[src/rtl/seg_disp_pkg.sv]
// Shared types and constants for the two-digit common-anode display scanner.
// Segment and digit values are active-low.
package seg_disp_pkg;

    typedef enum logic [2:0] {
        StIdle,
        StBlankT,
        StShowT,
        StBlankU,
        StShowU
    } scan_state_e;

    localparam logic [7:0] SEG_OFF   = 8'hFF;
    localparam logic [1:0] DIG_OFF   = 2'b11;
    localparam logic [7:0] SEG_ZERO  = 8'h03;
    localparam logic [1:0] DIG_TENS  = 2'b01;
    localparam logic [1:0] DIG_UNITS = 2'b10;

    // Digit is lit for brightness+1 of every 16 SHOW cycles.
    function automatic logic pwm_on(input logic [3:0] cnt, input logic [3:0] bright);
        return (cnt <= bright);
    endfunction

endpackage

[src/rtl/seg_slot_timer.sv]
// Slot counter shared by the blank and show slots: counts 0..len-1 while running,
// restarts on i_start and wraps to 0 at the end of each slot.
module seg_slot_timer #(
    parameter int unsigned W = 4
) (
    input  logic         clk,
    input  logic         rst_n,
    input  logic         i_start,
    input  logic         i_run,
    input  logic [W-1:0] i_len,
    output logic         o_done
);

    logic [W-1:0] r_cnt;

    assign o_done = (r_cnt == (i_len - W'(1)));

    always_ff @(posedge clk or negedge rst_n) begin
        if (!rst_n) begin
            r_cnt <= '0;
        end else if (i_start || (i_run && o_done)) begin
            r_cnt <= '0;
        end else if (i_run) begin
            r_cnt <= r_cnt + W'(1);
        end
    end

endmodule

[src/rtl/seg_scan_mux.sv]
// Two-digit 7-segment scan driver: per-frame snapshot, dead-time between digits,
// leading-zero blanking and 4-bit PWM brightness. All outputs are registered.
module seg_scan_mux
    import seg_disp_pkg::*;
#(
    parameter int unsigned REFRESH_DIV  = 25000,
    parameter int unsigned BLANK_CYCLES = 500
) (
    input  logic        clk,
    input  logic        rst_n,
    input  logic        en,
    input  logic [15:0] seg_in,
    input  logic        lz_blank,
    input  logic [3:0]  brightness,
    output logic [7:0]  seg_out,
    output logic [1:0]  dig_sel,
    output logic        frame_tick
);

    localparam int unsigned MAX_LEN = (REFRESH_DIV > BLANK_CYCLES) ? REFRESH_DIV : BLANK_CYCLES;
    localparam int unsigned CW      = $clog2(MAX_LEN + 1);

    scan_state_e r_state;
    logic [15:0] r_snap;
    logic [3:0]  r_bright;
    logic        r_lz;
    logic [3:0]  r_pwm;
    logic [7:0]  r_seg;
    logic [1:0]  r_dig;
    logic        r_tick;

    logic          w_in_show;
    logic [CW-1:0] w_len;
    logic          w_start;
    logic          w_run;
    logic          w_done;
    logic          w_tens_blank;
    logic [3:0]    w_pwm_nxt;

    assign w_in_show    = (r_state == StShowT) || (r_state == StShowU);
    assign w_len        = w_in_show ? CW'(REFRESH_DIV) : CW'(BLANK_CYCLES);
    assign w_start      = !en || (r_state == StIdle);
    assign w_run        = en && (r_state != StIdle);
    assign w_tens_blank = r_lz && (r_snap[15:8] == SEG_ZERO);
    assign w_pwm_nxt    = r_pwm + 4'd1;

    seg_slot_timer #(
        .W (CW)
    ) u_slot_timer (
        .clk     (clk),
        .rst_n   (rst_n),
        .i_start (w_start),
        .i_run   (w_run),
        .i_len   (w_len),
        .o_done  (w_done)
    );

    // Outputs are computed from the state being entered so they line up with it.
    always_ff @(posedge clk or negedge rst_n) begin
        if (!rst_n) begin
            r_state  <= StIdle;
            r_snap   <= 16'hFFFF;
            r_bright <= 4'd0;
            r_lz     <= 1'b0;
            r_pwm    <= 4'd0;
            r_seg    <= SEG_OFF;
            r_dig    <= DIG_OFF;
            r_tick   <= 1'b0;
        end else if (!en) begin
            r_state <= StIdle;
            r_pwm   <= 4'd0;
            r_seg   <= SEG_OFF;
            r_dig   <= DIG_OFF;
            r_tick  <= 1'b0;
        end else begin
            r_tick <= 1'b0;
            r_seg  <= SEG_OFF;
            r_dig  <= DIG_OFF;
            unique case (r_state)
                StIdle: begin
                    r_state  <= StBlankT;
                    r_snap   <= seg_in;
                    r_bright <= brightness;
                    r_lz     <= lz_blank;
                    r_pwm    <= 4'd0;
                    r_tick   <= 1'b1;
                end
                StBlankT: begin
                    if (w_done) begin
                        r_state <= StShowT;
                        r_pwm   <= 4'd0;
                        if (!w_tens_blank) begin
                            r_seg <= r_snap[15:8];
                            r_dig <= DIG_TENS;
                        end
                    end
                end
                StShowT: begin
                    if (w_done) begin
                        r_state <= StBlankU;
                        r_pwm   <= 4'd0;
                    end else begin
                        r_pwm <= w_pwm_nxt;
                        if (pwm_on(w_pwm_nxt, r_bright) && !w_tens_blank) begin
                            r_seg <= r_snap[15:8];
                            r_dig <= DIG_TENS;
                        end
                    end
                end
                StBlankU: begin
                    if (w_done) begin
                        r_state <= StShowU;
                        r_pwm   <= 4'd0;
                        r_seg   <= r_snap[7:0];
                        r_dig   <= DIG_UNITS;
                    end
                end
                StShowU: begin
                    if (w_done) begin
                        // Frame boundary: the only point where new inputs are captured.
                        r_state  <= StBlankT;
                        r_snap   <= seg_in;
                        r_bright <= brightness;
                        r_lz     <= lz_blank;
                        r_pwm    <= 4'd0;
                        r_tick   <= 1'b1;
                    end else begin
                        r_pwm <= w_pwm_nxt;
                        if (pwm_on(w_pwm_nxt, r_bright)) begin
                            r_seg <= r_snap[7:0];
                            r_dig <= DIG_UNITS;
                        end
                    end
                end
                default: begin
                    r_state <= StIdle;
                end
            endcase
        end
    end

    assign seg_out    = r_seg;
    assign dig_sel    = r_dig;
    assign frame_tick = r_tick;

endmodule
[config.mk]
export PLATFORM = sky130hd
export DESIGN_NAME = seg_scan_mux
export DESIGN_NICKNAME = d
export VERILOG_FILES = /design/src/rtl/seg_disp_pkg.sv /design/src/rtl/seg_slot_timer.sv /design/src/rtl/seg_scan_mux.sv
export SDC_FILE = /design/constraint.sdc
export NUM_CORES = 1
export LEC_CHECK = 0
export BUFFER_PORTS_ARGS = -buffer_cell sky130_fd_sc_hd__buf_2
export CORE_MARGIN = 2
export CORE_UTILIZATION = 33
export CTS_CLUSTER_SIZE = 16
export DETAILED_ROUTE_END_ITERATION = 16
export PLACE_DENSITY_LB_ADDON = 0.15
export SYNTH_ARGS = -nofsm -noshare
export SYNTH_HDL_FRONTEND = slang
export SYNTH_SLANG_ARGS = --single-unit
[constraint.sdc]
create_clock -name clk -period 2.87 [get_ports clk]
set_input_delay 0.574 -clock clk [delete_from_list [all_inputs] [get_ports clk]]
set_output_delay 0.574 -clock clk [all_outputs]
set_load 0.01 [all_outputs]
After elaboration in Yosys (flattened, before gate mapping)
Cells that the tools add are included.
{"block": "op_classes", "n_reduce_logical": 18, "magnitude_cmp": 1, "n_addsub": 3, "muxes": 40, "n_eq_ne": 13}
{"op": "$mux 8", "n": 8}
{"op": "$mux 15", "n": 3}
{"op": "$pmux 16 s2", "n": 1}
{"op": "$pmux 8 s4", "n": 1}
{"op": "$mux 16", "n": 1}
{"op": "$mux 4", "n": 4}
{"op": "$add 15x1->15 const B", "n": 1}
{"op": "$eq 15x15->1", "n": 1}
{"op": "$mux 3", "n": 5}
{"op": "$ne 3x2->1 const B", "n": 5}
{"op": "$pmux 3 s5", "n": 1}
{"op": "$sub 15x1->15 const B", "n": 1}
{"op": "$pmux 4 s3", "n": 1}
{"op": "$mux 2", "n": 5}
{"op": "$eq 8x2->1 const B", "n": 1}
{"op": "$pmux 2 s4", "n": 1}
{"op": "$pmux 4 s2", "n": 1}
{"op": "$eq 3x2->1 const B", "n": 2}
{"op": "$mux 1", "n": 6}
{"op": "$add 4x1->4 const B", "n": 1}
{"op": "$le 4x4->1", "n": 1}
{"op": "$logic_and 1x1->1", "n": 4}
{"op": "$ne 4x3->1 const B", "n": 1}
{"op": "$pmux 1 s2", "n": 2}
{"op": "other kinds (12)", "n": 17}
{"block": "word_totals", "elab_cells": 84, "inputBits": 24, "out_inout_bits": 11, "reg_bits": 54}

Logic depth before layout (Yosys ltp)
{"block": "depth", "word_depth": 8, "ltp_mapped": 10, "depth_no_buf": 9}

Modules after synthesis
From an unflattened synthesis, not the netlist that was laid out.
{"block": "unflattened", "hier_cells": 340, "area_unflattened_um2": 3375.7}
{"mod": "seg_scan_mux", "cells_each": 176, "instances": 1, "area_per_inst_um2": 1998.2, "seq_area_each_um2": 1008.5}
{"mod": "seg_slot_timer", "cells_each": 164, "instances": 1, "area_per_inst_um2": 1377.6, "seq_area_each_um2": 375.4}

Worst setup path after synthesis
No wires, ideal clock.
{"block": "synth_timing", "path_type": "register to register", "start": "register r_pwm[0]", "end": "register r_seg[0] (netlist: seg_out[0])", "arrival_time_ps": 2285, "required_ps": 2805, "setup_ps": 65, "n_path_buf": 1, "stages_incl_launch_ff": 11, "setup_slack_ps": 520, "period_less_slack_ps": 2350, "cell_sequence": "dfrtp_1 -> ha_1 -> nor2b_1 -> or2_2 -> ha_1 -> o211a_1 -> o21ai_0 -> nand4_1 -> or4b_1 -> clkbuf_1 -> nand3_1"}
{"block": "synth_via", "elab_chain_len": 7, "elab_cells_between_ends": 9, "classes_between": "add/sub: 1; order compare: 1; mux: 6; reduce/logical: 1"}
{"element": "from (decl)", "line": "seg_scan_mux.sv:27", "text": "logic [3:0] r_pwm;"}
{"element": "from (signal assigned)", "line": "seg_scan_mux.sv:103", "text": "r_pwm <= w_pwm_nxt;"}
{"element": "from (signal assigned)", "line": "seg_scan_mux.sv:128", "text": "r_pwm <= w_pwm_nxt;"}
{"element": "$add 4x1->4 (*)", "line": "seg_scan_mux.sv:45", "text": "assign w_pwm_nxt = r_pwm + 4'd1;"}
{"element": "$le 4x4->1 (*)", "line": "seg_disp_pkg.sv:21", "text": "return (cnt <= bright);"}
{"element": "$logic_and 1x1->1", "line": "seg_scan_mux.sv:104", "text": "if (pwm_on(w_pwm_nxt, r_bright) && !w_tens_blank) begin"}
{"element": "$mux 8", "line": "seg_scan_mux.sv:104"}
{"element": "$mux 8", "line": "seg_scan_mux.sv:99", "text": "if (w_done) begin"}
{"element": "$pmux 8 s4 (*)", "line": "seg_scan_mux.sv:79", "text": "unique case (r_state)"}
{"element": "$mux 8 (*)", "line": "seg_scan_mux.sv:69", "text": "end else if (!en) begin"}
{"element": "to (signal assigned)", "line": "seg_scan_mux.sv:93", "text": "r_seg <= r_snap[15:8];"}
{"element": "to (signal assigned)", "line": "seg_scan_mux.sv:105", "text": "r_seg <= r_snap[15:8];"}
{"element": "to (signal assigned)", "line": "seg_scan_mux.sv:114", "text": "r_seg <= r_snap[7:0];"}
{"element": "to (decl)", "line": "seg_scan_mux.sv:28", "text": "logic [7:0] r_seg;"}
Mark *: on every way between the ends. The rest lies on a longest branch, timed or not.
A chain may end at the register's enable or synchronous reset.

Final worst setup path
{"block": "layout_timing", "start": "register r_state[1]", "end": "register r_bright[0]"}
{"block": "layout_via", "elab_chain_len": 7, "elab_cells_between_ends": 11, "classes_between": "add/sub: 1; eq/ne: 4; mux: 2; reduce/logical: 4"}
{"element": "from (decl)", "line": "seg_scan_mux.sv:23", "text": "scan_state_e r_state;"}
{"element": "from (signal assigned)", "line": "seg_scan_mux.sv:61", "text": "r_state <= StIdle;"}
{"element": "from (signal assigned)", "line": "seg_scan_mux.sv:70", "text": "r_state <= StIdle;"}
{"element": "from (signal assigned)", "line": "seg_scan_mux.sv:81", "text": "r_state <= StBlankT;"}
{"element": "$eq 3x2->1 / $eq 3x3->1 (equally long branches)", "line": "seg_scan_mux.sv:40, seg_scan_mux.sv:79"}
{"element": "$logic_or 1x1->1", "line": "seg_scan_mux.sv:40", "text": "assign w_in_show = (r_state == StShowT) || (r_state == StShowU);"}
{"element": "$mux 15", "line": "seg_scan_mux.sv:41", "text": "assign w_len = w_in_show ? CW'(REFRESH_DIV) : CW'(BLANK_CYCLES);"}
{"element": "$sub 15x1->15", "line": "seg_slot_timer.sv:16", "text": "assign o_done = (r_cnt == (i_len - W'(1)));"}
{"element": "$eq 15x15->1", "line": "seg_slot_timer.sv:16"}
{"element": "$ne 2x1->1 (no source line)"}
{"element": "$reduce_and 3->1 (no source line)"}
{"element": "to (signal assigned)", "line": "seg_scan_mux.sv:83", "text": "r_bright <= brightness;"}
{"element": "to (signal assigned)", "line": "seg_scan_mux.sv:123", "text": "r_bright <= brightness;"}
{"element": "to (decl)", "line": "seg_scan_mux.sv:25", "text": "logic [3:0] r_bright;"}
Several ways; a longest one is shown, not always the timed one.

==> run_results.csv <==
group,metric,value,unit
drt,via_per_inst,4.75,
drt,drtIter0Drc,78,
global_route,grt_max_degree,23,
sta,rsz0062_at_grt,"no",
floorplan,core_area,7610,µm²
drt,post-route-drc-count,0,
drt,postRouteAntennaNets,0,
critical_path,critPathSlowestCell,"dfrtp_1",
drt,drtPass1Iterations,4,
critical_path,cp_max_fo,16,
flow_run,maxCapViolCount,0,
final_layout,diodes,0,
placed_design,dp_hpwl,3690,µm
placed_design,place.gp.congestion,0.761,
worst_hold_path,hold_path_class,"in -> async",
yosys,ys_async_sr_fraction,100,%
global_route,grt_pass1_vias,1776,
critical_path,end_kind,"flip-flop",
floorplan,die_h,91.8,µm
global_route,grt_pass1_wl,8850,µm
placed_design,place_area,2840,µm²
critical_path,cp-start-kind,"flip-flop",
clock_network,cts-root-buf,"clkbuf_8",
critical_path,startpoint,"r_state[1]",
global_route,overflow,0,
global_route,grt_usage,13.3,%
yosys,ys_types,41,
sta,fin_tns_setup,0,ns
pwr,vdd_drop_max,206,µV
critical_path,ff2ff_path_depth,6,
drt,vias,1742,
sta,period_minus_slack,2.53,ns
floorplan,start_util,33.5,%
sta,post-route-period-util,88.2,%
sta,relSlewSlack,53.4,%
sta,fmax,395,MHz
yosys,synth.avg_cell_area,11.4,µm²
critical_path,required,3.06,ns
clock_network,cts_tree,"done",
clock_network,post_cts_buffers,0,
pwr,cellPowerDensity,516,nW/µm²
final_layout,regArea,1380,µm²
final_layout,nFillCells,775,
yosys,synth_top_flop_cell,"dfrtp_1",
critical_path,crit_end,"r_bright[0]",
yosys,yosys_warnings,0,
clock_network,ctsResizeCount,0,
critical_path,r2r_setup_slack,0.34,ns
final_layout,finish.net_count,294,
yosys,syn_nets,254,
final_layout,area_delta_synth_final,16.3,%
floorplan,die-area,8430,µm²
clock_network,postCtsHoldBufs,0,
clock_network,clkTransAtPathRegs,0.10,ns
floorplan,die_w,91.8,µm
drt,wl_per_cell,13.5,µm
pwr,p_leak,1.25,nW
final_layout,fin_area,2960,µm²
sta,hold_viol,0,
pwr,power,0.00153,W
sta,skew,0.0133,ns
placed_design,io_buffers,34,
clock_network,cts.sinks,54,
drt,routed_wl,4960,µm
global_route,antenna_found_initial,0,
floorplan,placementRows,32,
critical_path,cp_cell_sequence,"xor2_1 > a2111oi_2 > o211ai_2 > a211oi_4 > buf_4 > mux2_1",
critical_path,crit_path_max_incr_delay,0.51,ns
clock_network,cts-htree-levels,2,
critical_path,r2r_end,"r_bright[0]",
clock_network,clock_latency,0.31,ns
final_layout,layout-drive-gt1-share,32.5,%
yosys,ys_seq_area_share,54.4,%
critical_path,arrival,2.72,ns
floorplan,num_io_pins,35,
clock_network,cts-buffers-inserted,5,
sta,drv_slew,0,
sta,setup_viol,0,
yosys,syn_area,2540,µm²
yosys,synth_cells,224,
final_layout,utilization,38.9,%
sta,tightest_slew,0.695,ns
final_layout,multi_input_area,1090,µm²
yosys,synth_seq_cells,54,
outcome,outcome,"finished, final reports clean",
yosys,synth_edf_count,0,
critical_path,reg2reg_from,"r_state[1]",
critical_path,critPathKind,"reg -> reg",
clock_network,clock_path_buffers,2,
## how the worst min path moves through the flow
stage,from,end,slack [ns]
floorplan,rst_n,frame_tick,0.28
global placement,u_slot_timer.r_cnt[0],u_slot_timer.r_cnt[0],0.48
detailed placement,u_slot_timer.r_cnt[0],u_slot_timer.r_cnt[0],0.48
CTS,rst_n,r_state[1],0.16
global route,rst_n,r_state[1],0.18
finish,rst_n,r_state[1],0.16
## registers in the layout, indices dropped and copies added, names as in the netlist
signal	flops
r_pwm	4
r_bright	4
frame_tick	1
u_slot_timer.r_cnt	15
r_snap	16
seg_out	8
r_state	3
r_lz	1
dig_sel	2
## cell type report
class                   count  area share, %
inverters                   7          0.888
repair buffers             40           7.27
flip-flops and latches     54           46.7
multi-input cells         156           36.9
clock inverters             1          0.296
clock buffers               7           3.63
well taps                 102           4.31
## placed cells by master (no fill, tap or decap), drive strengths merged, types with 2 or more instances in the layout
master  count
o211ai      2
ha          6
or2         5
xnor2       6
nor2       26
clkbuf      7
o21ai       8
dfrtp      28
a22o        2
nand2b      2
nand4       3
nor2b       3
nand3      19
xor2       10
or3         2
mux2       19
a22oi       9
and4        2
nand2      16
inv         8
buf        40
dfstp      26
nor4        3
## cell families (layout without fill, tap and decap cells)
| kind of cell | count (synthesis) | after routing | synth area share, % |
|---|---|---|---|
| and+or+nand+nor | 88 | 88 | 17.2 |
| muxes | 19 | 19 | 8.41 |
| AOI/OAI and AO/OA | 27 | 27 | 8.80 |
| adders and majority gates | 6 | 6 | 2.95 |
| xor gates and xnor gates | 16 | 16 | 5.51 |
| buffers and inverters | 14 | 55 | 2.75 |
| DFF | 54 | 54 | 54.4 |
## routing by layer
metal	share of wire (%)	global-route usage, %	vias to the layer above	wire length (µm)
met5	0	0	-	0
met4	1.6	4.48	0	78
met3	3.2	3.04	6	161
met2	46	20.6	25	2260
met1	50	18.3	856	2460
li1	-	-	855	-
## power by group
part / internal [W] / switching, W
clock: 0.000252 / 0.000254
sequential: 0.000844 / 0.0000307
combinational: 0.0000685 / 0.0000777
## worst max-delay path, delay by kind of cell, from the launching register on
family | cells | cell delay (ns)
AO/OA/AOI/OAI | 3 | 1.05
XOR/XNOR | 1 | 0.23
multiplexers | 1 | 0.34
flip-flops | 1 | 0.51
buffers and inverters | 1 | 0.27
## synth_stat cells (2+ instances only)
library cell | number | area (µm²)
xnor2_1 | 6 | 52.6
nor2_1 | 26 | 97.6
xor2_1 | 10 | 87.6
o21ai_0 | 7 | 35.0
nor4_1 | 3 | 18.8
and4_1 | 2 | 17.5
or3_1 | 2 | 12.5
inv_1 | 7 | 26.3
nand4_1 | 3 | 18.8
dfstp_2 | 26 | 683
ha_1 | 6 | 75.1
clkbuf_1 | 3 | 11.3
a22o_1 | 2 | 17.5
nor2b_1 | 3 | 18.8
buf_2 | 2 | 10.0
nand2_1 | 16 | 60.1
buf_6 | 2 | 22.5
mux2_1 | 15 | 169
mux2_2 | 4 | 45.0
dfrtp_1 | 28 | 701
a22oi_1 | 9 | 67.6
nand2b_1 | 2 | 12.5
nand3_1 | 19 | 95.1
or2_2 | 4 | 25.0
## per-stage QoR
stage	setup WS (ns)	hold WS [ns]	instances
2_1_floorplan	0.520	0.278	224
3_3_place_gp	0.367	0.478	359
3_5_place_dp	0.331	0.479	359
4_1_cts	0.331	0.161	367
5_1_grt	0.130	0.182	367
6_report	0.340	0.157	367
Power figures use the tool's default switching activity.
